$ cat config.mk
export PLATFORM = sky130hd
export DESIGN_NAME = expr_stream_ctrl
export DESIGN_NICKNAME = d
export VERILOG_FILES = /design/src/rtl/expr_pkg.sv /design/src/rtl/expr_checker.sv /design/src/rtl/expr_stream_ctrl.sv
export SDC_FILE = /design/constraint.sdc
export NUM_CORES = 1
export LEC_CHECK = 0
export BUFFER_PORTS_ARGS = -buffer_cell sky130_fd_sc_hd__buf_2
export CAP_MARGIN = 25
export CELL_PAD_IN_SITES_DETAIL_PLACEMENT = 1
export CELL_PAD_IN_SITES_GLOBAL_PLACEMENT = 1
export CORE_ASPECT_RATIO = 1.1
export CORE_MARGIN = 2
export CORE_UTILIZATION = 43
export DETAILED_ROUTE_END_ITERATION = 12
export GPL_TIMING_DRIVEN = 1
export HOLD_SLACK_MARGIN = 0.15
export PLACE_DENSITY = 0.84
export SETUP_SLACK_MARGIN = 0.1
export SLEW_MARGIN = 20
export SYNTH_ARGS = -nofsm -noshare
export SYNTH_HDL_FRONTEND = slang
export SYNTH_SLANG_ARGS = --single-unit
export TNS_END_PERCENT = 100
$ cat constraint.sdc
create_clock -name clk -period 5.8 [get_ports clk]
set_input_delay 0.29 -clock clk [delete_from_list [all_inputs] [get_ports clk]]
set_output_delay 0.29 -clock clk [all_outputs]
set_load 0.01 [all_outputs]
$ cat src/rtl/expr_pkg.sv
// Shared constants and state encodings for the expression-checker front end.
// Imported by expr_checker and expr_stream_ctrl.
package expr_pkg;

    localparam logic [7:0] TERM_DEFAULT = 8'h0A;
    localparam int unsigned MAXLEN_DEFAULT = 64;

    localparam logic [7:0] CH_0     = 8'h30;
    localparam logic [7:0] CH_9     = 8'h39;
    localparam logic [7:0] CH_PLUS  = 8'h2B;
    localparam logic [7:0] CH_STAR  = 8'h2A;
    localparam logic [7:0] CH_LPAR  = 8'h28;
    localparam logic [7:0] CH_RPAR  = 8'h29;

    typedef enum logic [1:0] {
        ST_IDLE   = 2'd0,
        ST_FEED   = 2'd1,
        ST_REPORT = 2'd2
    } ctrl_state_t;

    typedef enum logic [2:0] {
        CK_EMPTY     = 3'd0,
        CK_BAD       = 3'd1,
        CK_OK        = 3'd2,
        CK_OP        = 3'd3,
        CK_PAR_EMPTY = 3'd4,
        CK_PAR_F     = 3'd5,
        CK_PAR_OP    = 3'd6
    } chk_state_t;

    function automatic logic is_digit(input logic [7:0] c);
        return (c >= CH_0) && (c <= CH_9);
    endfunction

    function automatic logic is_op(input logic [7:0] c);
        return (c == CH_PLUS) || (c == CH_STAR);
    endfunction

endpackage

$ cat src/rtl/expr_checker.sv
// Byte-serial recognizer for single-digit expressions with one level of parentheses.
// out is high when the bytes consumed since the last start form a complete legal expression.
module expr_checker
    import expr_pkg::*;
(
    input  logic       clk,
    input  logic       clr,
    input  logic       start,
    input  logic       en,
    input  logic [7:0] in,
    output logic       out
);

    chk_state_t state_q, state_d;

    always_ff @(posedge clk or posedge clr) begin
        if (clr) state_q <= CK_EMPTY;
        else     state_q <= state_d;
    end

    // BAD is absorbing; every unexpected byte lands there.
    always_comb begin
        state_d = state_q;
        if (start) begin
            state_d = CK_EMPTY;
        end else begin
            case (state_q)
                CK_EMPTY, CK_OP: if (en) begin
                    if (is_digit(in))       state_d = CK_OK;
                    else if (in == CH_LPAR) state_d = CK_PAR_EMPTY;
                    else                    state_d = CK_BAD;
                end
                CK_OK: if (en) begin
                    if (is_op(in)) state_d = CK_OP;
                    else           state_d = CK_BAD;
                end
                CK_PAR_EMPTY, CK_PAR_OP: if (en) begin
                    if (is_digit(in)) state_d = CK_PAR_F;
                    else              state_d = CK_BAD;
                end
                CK_PAR_F: if (en) begin
                    if (is_op(in))          state_d = CK_PAR_OP;
                    else if (in == CH_RPAR) state_d = CK_OK;
                    else                    state_d = CK_BAD;
                end
                CK_BAD:  state_d = CK_BAD;
                default: state_d = CK_BAD;
            endcase
        end
    end

    assign out = (state_q == CK_OK);

endmodule

$ cat src/rtl/expr_stream_ctrl.sv
// Round-robin front end: grants one newline-terminated string at a time to the checker
// and returns one verdict per string on a valid/ready result port.
module expr_stream_ctrl
    import expr_pkg::*;
#(
    parameter logic [7:0]  TERM   = TERM_DEFAULT,
    parameter int unsigned MAXLEN = MAXLEN_DEFAULT
)(
    input  logic       clk,
    input  logic       clr,
    input  logic       req0_valid,
    input  logic [7:0] req0_data,
    output logic       req0_ready,
    input  logic       req1_valid,
    input  logic [7:0] req1_data,
    output logic       req1_ready,
    output logic       res_valid,
    input  logic       res_ready,
    output logic       res_id,
    output logic       res_ok,
    output logic [6:0] res_len,
    output logic       busy
);

    // Handshakes: a byte or verdict moves on a rising edge where valid and ready are both high;
    // ready never depends on valid, and res_* stay stable while res_valid waits for res_ready.

    localparam logic [6:0] MAX_LEN7 = 7'(MAXLEN);
    localparam logic [6:0] LEN_SAT  = 7'h7F;

    ctrl_state_t state_q, state_d;
    logic        ptr_q, ptr_d;
    logic        gnt_q, gnt_d;
    logic [6:0]  len_q, len_d;
    logic        res_id_d, res_ok_d;
    logic [6:0]  res_len_d;
    logic        feed_ready;
    logic        chk_start, chk_en, chk_out;
    logic        g_valid;
    logic [7:0]  g_data;

    assign g_valid = gnt_q ? req1_valid : req0_valid;
    assign g_data  = gnt_q ? req1_data  : req0_data;

    expr_checker u_checker (
        .clk   (clk),
        .clr   (clr),
        .start (chk_start),
        .en    (chk_en),
        .in    (g_data),
        .out   (chk_out)
    );

    always_ff @(posedge clk or posedge clr) begin
        if (clr) begin
            state_q <= ST_IDLE;
            ptr_q   <= 1'b0;
            gnt_q   <= 1'b0;
            len_q   <= '0;
            res_id  <= 1'b0;
            res_ok  <= 1'b0;
            res_len <= '0;
        end else begin
            state_q <= state_d;
            ptr_q   <= ptr_d;
            gnt_q   <= gnt_d;
            len_q   <= len_d;
            res_id  <= res_id_d;
            res_ok  <= res_ok_d;
            res_len <= res_len_d;
        end
    end

    always_comb begin
        state_d    = state_q;
        ptr_d      = ptr_q;
        gnt_d      = gnt_q;
        len_d      = len_q;
        res_id_d   = res_id;
        res_ok_d   = res_ok;
        res_len_d  = res_len;
        feed_ready = 1'b0;
        chk_start  = 1'b0;
        chk_en     = 1'b0;
        case (state_q)
            ST_IDLE: if (req0_valid || req1_valid) begin
                // Pointer's source wins if it is asking, otherwise the other one.
                gnt_d     = ptr_q ? req1_valid : !req0_valid;
                ptr_d     = !gnt_d;
                chk_start = 1'b1;
                len_d     = '0;
                state_d   = ST_FEED;
            end
            ST_FEED: begin
                feed_ready = 1'b1;
                if (g_valid) begin
                    if (g_data == TERM) begin
                        res_ok_d  = chk_out && (len_q != '0) && (len_q <= MAX_LEN7);
                        res_len_d = len_q;
                        res_id_d  = gnt_q;
                        state_d   = ST_REPORT;
                    end else begin
                        chk_en = 1'b1;
                        if (len_q != LEN_SAT) len_d = len_q + 7'd1;
                    end
                end
            end
            ST_REPORT: if (res_ready) state_d = ST_IDLE;
            default: state_d = ST_IDLE;
        endcase
    end

    assign req0_ready = feed_ready && !gnt_q;
    assign req1_ready = feed_ready &&  gnt_q;
    assign res_valid  = (state_q == ST_REPORT);
    assign busy       = (state_q != ST_IDLE);

endmodule

# Word-level counts from Yosys, hierarchy flattened
# Index checks and enable logic that the tools add are counted.
[op_classes] addsub=1 magnitude_cmp=3 eq_ne=23 mux=31 reduce_logical=22
[op_table] op="8-bit by 6-bit equality test with 1-bit output, second input constant" n=4
[op_table] op="7-bit 2-to-1 mux" n=4
[op_table] op="3-bit 2-to-1 mux" n=9
[op_table] op="7-bit case mux with 2 select lines" n=1
[op_table] op="2-bit 2-to-1 mux" n=6
[op_table] op="3-bit != test, second input constant" n=4
[op_table] op="3-bit case mux with 4 select lines" n=1
[op_table] op="2-bit != test, second input constant" n=5
[op_table] op="3-bit equality test, second input constant" n=3
[op_table] op="8-bit by 4-bit equality test with 1-bit output, second input constant" n=1
[op_table] op="8-bit by 6-bit greater-or-equal comparator with 1-bit output, second input constant" n=1
[op_table] op="8-bit by 6-bit less-or-equal comparator with 1-bit output, second input constant" n=1
[op_table] op="1-bit 2-to-1 mux" n=8
[op_table] op="8-bit 2-to-1 mux" n=1
[op_table] op="4-bit AND reduction" n=2
[op_table] op="7-bit by 1-bit adder with 7-bit output, second input constant" n=1
[op_table] op="7-bit less-or-equal comparator, second input constant" n=1
[op_table] op="7-bit != test, second input constant" n=1
[op_table] op="7-bit nonzero test" n=1
[op_table] op="3-bit by 2-bit equality test with 1-bit output, second input constant" n=2
[op_table] op="2-bit case mux with 3 select lines" n=1
[op_table] op="1-bit logical AND" n=5
[op_table] op="5-bit AND reduction" n=1
[op_table] op="2-bit nonzero test" n=2
[op_table] op="other kinds (10)" n=14
[word_totals] register_bits=23 in_bits=21 output_inout_bits=13 word_cells=88

# Longest topological paths before layout
[logic_depth] ltp_word=8 mapped_depth=7 mapped_depth_nobuf=6

# Modules after synthesis
# Synthesis repeated with hierarchy kept, for this count alone.
[hier_totals] cells_unflattened=160 area_unflattened_um2=1517.7
[modules_own_cells] module="expr_stream_ctrl" instances=1 cells_each=121 area_per_inst_um2=1196.1 seq_area_each_um2=500.5
[modules_own_cells] module="expr_checker" instances=1 cells_each=39 area_per_inst_um2=321.6 seq_area_each_um2=75.1

# Worst setup path before layout
# No wires, ideal clock.
[synth_path] path_kind="flip-flop to flip-flop" from="reg gnt_q" to="reg res_len[0]" setup_time_ps=125 arrival_ps=1748 required_ps=5675 setup_slack_ps=3927 stages_incl_launch_ff=6 n_path_buf=1 synth_period_minus_slack_ps=1873 cell_sequence="dfrtp_1 > buf_6 > nor4b_4 > a22oi_2 > nor3_2 > mux2_2"
[synth_via] elab_chain_len=3 word_cells_on_any_way=4 classes_between="eq/ne: 1; mux: 2; reduce/logical: 1"
[synth_rtl] item="from (decl)" line="expr_stream_ctrl.sv:33" text="logic gnt_q, gnt_d;"
[synth_rtl] item="from (signal assigned)" line="expr_stream_ctrl.sv:66" text="gnt_q <= gnt_d;"
[synth_rtl] item="8-bit 2-to-1 mux" line="expr_stream_ctrl.sv:43" text="assign g_data = gnt_q ? req1_data : req0_data;"
[synth_rtl] item="8-bit by 4-bit equality test with 1-bit output" line="expr_stream_ctrl.sv:97" text="if (g_data == TERM) begin"
[synth_rtl] item="3-bit AND reduction (no source line) (*)"
[synth_rtl] item="to (signal assigned)" line="expr_stream_ctrl.sv:70" text="res_len <= res_len_d;"
[synth_rtl] item="to (decl)" line="expr_stream_ctrl.sv:21" text="output logic [6:0] res_len,"
# Mark *: on every way between the ends. The rest lies on a longest branch, timed or not.
# A chain may end at the register's enable or synchronous reset.

# Worst setup path after layout
[layout_path] from="reg gnt_q" to="reg res_len[6]"
# Same word-level chain as after synthesis.

==> flow_summary.toml <==
[worst_setup_path]
worstSetupPathType = "flip-flop to flip-flop"
r2r_cells = 4
crit_path_end = "res_len[6]"
cp-startpoint = "gnt_q"
r2r_start = "gnt_q"
worstPathRequired_ns = 6.02
reg2reg_slack_ns = 3.40
crit_chain = "and4bb_2, a22oi_2, nor3_2, mux2_2"
crit_fanout = 18
r2r-end = "res_len[6]"
critPathLaunchType = "flip-flop"
crit_slowest_cell = "dfrtp_1"
critPathMaxStageDelay_ns = 0.72
arrival_ns = 2.62
cp-end-kind = "flip-flop"

[clock_tree]
post_cts_buffers = 0
ctsResizeCount = 0
htree_levels = 1
clk_pin_slew_worst_paths_ns = 0.13
cts_tree = "yes"
root_buffer = "clkbuf_4"
clk-insertion-delay-late_ns = 0.32
numCtsBuffers = 3
clock-sinks = 23
cts_buffer_depth = 2
cts_hold_buf = 0

[pwr]
clkPwrFrac_pct = 13.4
comb_power_share_pct = 42.6
leakagePower_nw = 0.739
p_seq_share_pct = 44.0
power.switching_w = 0.000243
vdd_drop_max_uv = 284
swShare_pct = 42.4
p_int_w = 0.000331
power.density_nw_per_um2 = 355

[job]
cap_violations = 0

[finish]
final_common_cell = "buf_2"
drive_gt1_share_pct = 32.2
final_cell_mix = "buf_2, dfrtp_1, nor2_1, a21oi_1, mux2_2"
diodes = 0
area_growth_pct = 14.8
layout.cells.non_filler = 211
fin_util_pct = 52.6
nets = 201
fillers = 374

[floorplanning]
die-area_sq_um = 3750
fp-row-count = 21
initial_core_util_pct = 45.8
core_area_sq_um = 3070
pin_count = 34
die_w_um = 58.6
die_height_um = 64.0

[detailed_routing]
wl_mm = 3.81
drt-pass1-iter-count = 4
vias_per_cell = 5.93
wl_per_cell_um = 18.0
ant_nets = 0
drt-initial-drc-count = 31
drc = 0
vias = 1252

[timing]
fin_skew_ns = 0.00811
period_minus_slack_ns = 2.40
grt_setup_unrepaired = "false"
worstMarginPinSlew_ns = 0.878
finalMaxSlewViolations = 0
max_clock_freq_mhz = 417
fin_setup_tns_ns = 0
fin_crit_sh_pct = 41.3
finalSetupViolations = 0
relSlewSlack_pct = 41.4
finalHoldViolations = 0

[synthesis]
yosysUniqueCellTypes = 44
synth-xor-area-share_pct = 1.24
synth_compound_area_share_pct = 16.6
synth_adder_area_share_pct = 1.78
synth-seq-cells = 23
syn_avg_cell_area_sq_um = 9.85
netlist_instances = 143
synth_warnings = 0
synth.net_count = 166
synth-edff-count = 0
muxShareOfSynthArea_pct = 9.41
async_reset_ff_share_pct = 100
syn_area_sq_um = 1410
yosysSeqAreaShare_pct = 40.9
synth_top_family_by_area = "simple AND/OR/NAND/NOR gates"
ys.flop_type = "dfrtp_1"
yosys.area_share.simple_pct = 26.4

[global_route]
antenna_found_initial = 0
grt_pass1_wl_mm = 6.31
track_usage_pct = 22.1
grt_max_degree = 24
overflow = 0
grt_pass1_vias = 1371

[placed_design]
place_inst = 207
place_congestion = 0.810
port_buffers = 33
place_hpwl_mm = 2.98

[run_status]
status = "finished, final reports clean"

[min_path]
hold_path_class = "primary input to async pin"
-- sequential cells by signal, indices dropped and copies added (netlist names) --
signal             cells
len_q                  7
gnt_q                  1
state_q                2
ptr_q                  1
u_checker.state_q      3
res_id                 1
res_ok                 1
res_len                7
-- logic make-up after synthesis --
family / Yosys count
compound gates: 36
xor+xnor: 2
fa+ha+maj: 2
buf+inv: 10
flops: 23
mux: 12
simple gates: 58
-- Yosys cell counts (2+ instances only) --
master	count	share of area, %
inv_1	7	1.9
nor3b_1	3	1.6
dfrtp_1	23	41
a31oi_1	3	1.3
nand2b_1	3	1.3
nand3_1	4	1.4
nor3_2	2	1.4
o21ai_0	7	2.5
xnor2_1	2	1.2
mux2i_1	2	1.4
o31ai_1	4	2.1
nor4b_1	2	1.2
and3_1	2	0.89
a21oi_1	11	3.9
o211ai_1	2	1.1
nor2b_1	2	0.89
nor4_1	2	0.89
buf_6	2	1.6
nor3_1	7	2.5
or4_1	4	2.1
ha_1	2	1.8
nor2_1	11	2.9
nand2_1	5	1.3
mux2_2	10	8.0
or3_1	2	0.89
-- final cells by class --
cell class                 count  area [sq um]  area share, %
clock buffer                   3          22.5           1.39
clock inverter                 1          5.00          0.309
inverter                       7          26.3           1.62
multi-input combinational    110           781           48.3
sequential                    23           576           35.6
tap                           34          42.5           2.63
timing repair buffer          33           165           10.2
-- critical path: cells and delay by family, from the launching register on --
family | cells | cell delay (ns)
AO/OA/AOI/OAI | 1 | 0.13
flip-flops | 1 | 0.72
multiplexers | 1 | 0.42
AND/OR/NAND/NOR | 2 | 1.02
-- routing by layer --
layer	track usage (%)	vias to the layer above	wire [um]	part of all wire, %
li1	-	602	-	-
met1	25.0	605	1510	40
met2	39.2	33	2010	53
met3	3.24	12	150	3.9
met4	11.6	0	136	3.6
met5	0	-	0	0
-- through the flow --
stage	power (W)	hold WS, ns	setup slack, ns	cell area (sq um)
floorplan	0.000433	0.292	3.93	1410
global route	0.000619	0.177	3.22	1620
finish	0.000574	0.127	3.40	1620
CTS	0.000577	0.155	3.39	1620
global placement	0.000478	0.474	3.56	1590
detailed placement	0.000501	0.498	3.39	1590
-- power by group through the flow --
stage / Sequential [W] / Clock [W] / Combinational [W]
finish: 0.000253 / 0.0000769 / 0.000245
global route: 0.000262 / 0.0000828 / 0.000274
CTS: 0.000252 / 0.0000784 / 0.000246
detailed placement: 0.000256 / 0 / 0.000245
global placement: 0.000250 / 0 / 0.000228
floorplan: 0.000229 / 0 / 0.000204
-- how the worst min path moves through the flow --
stage | end | slack, ns | from | cells after the start
6_report | len_q[0] | 0.13 | clr | 2
2_1_floorplan | gnt_q | 0.29 | clr | 1
5_1_grt | res_len[6] | 0.18 | clr | 2
4_1_cts | res_len[5] | 0.16 | clr | 2
3_3_place_gp | ptr_q | 0.47 | ptr_q | 1
3_5_place_dp | res_len[0] | 0.50 | res_len[0] | 1
Power figures use the tool's default switching activity.
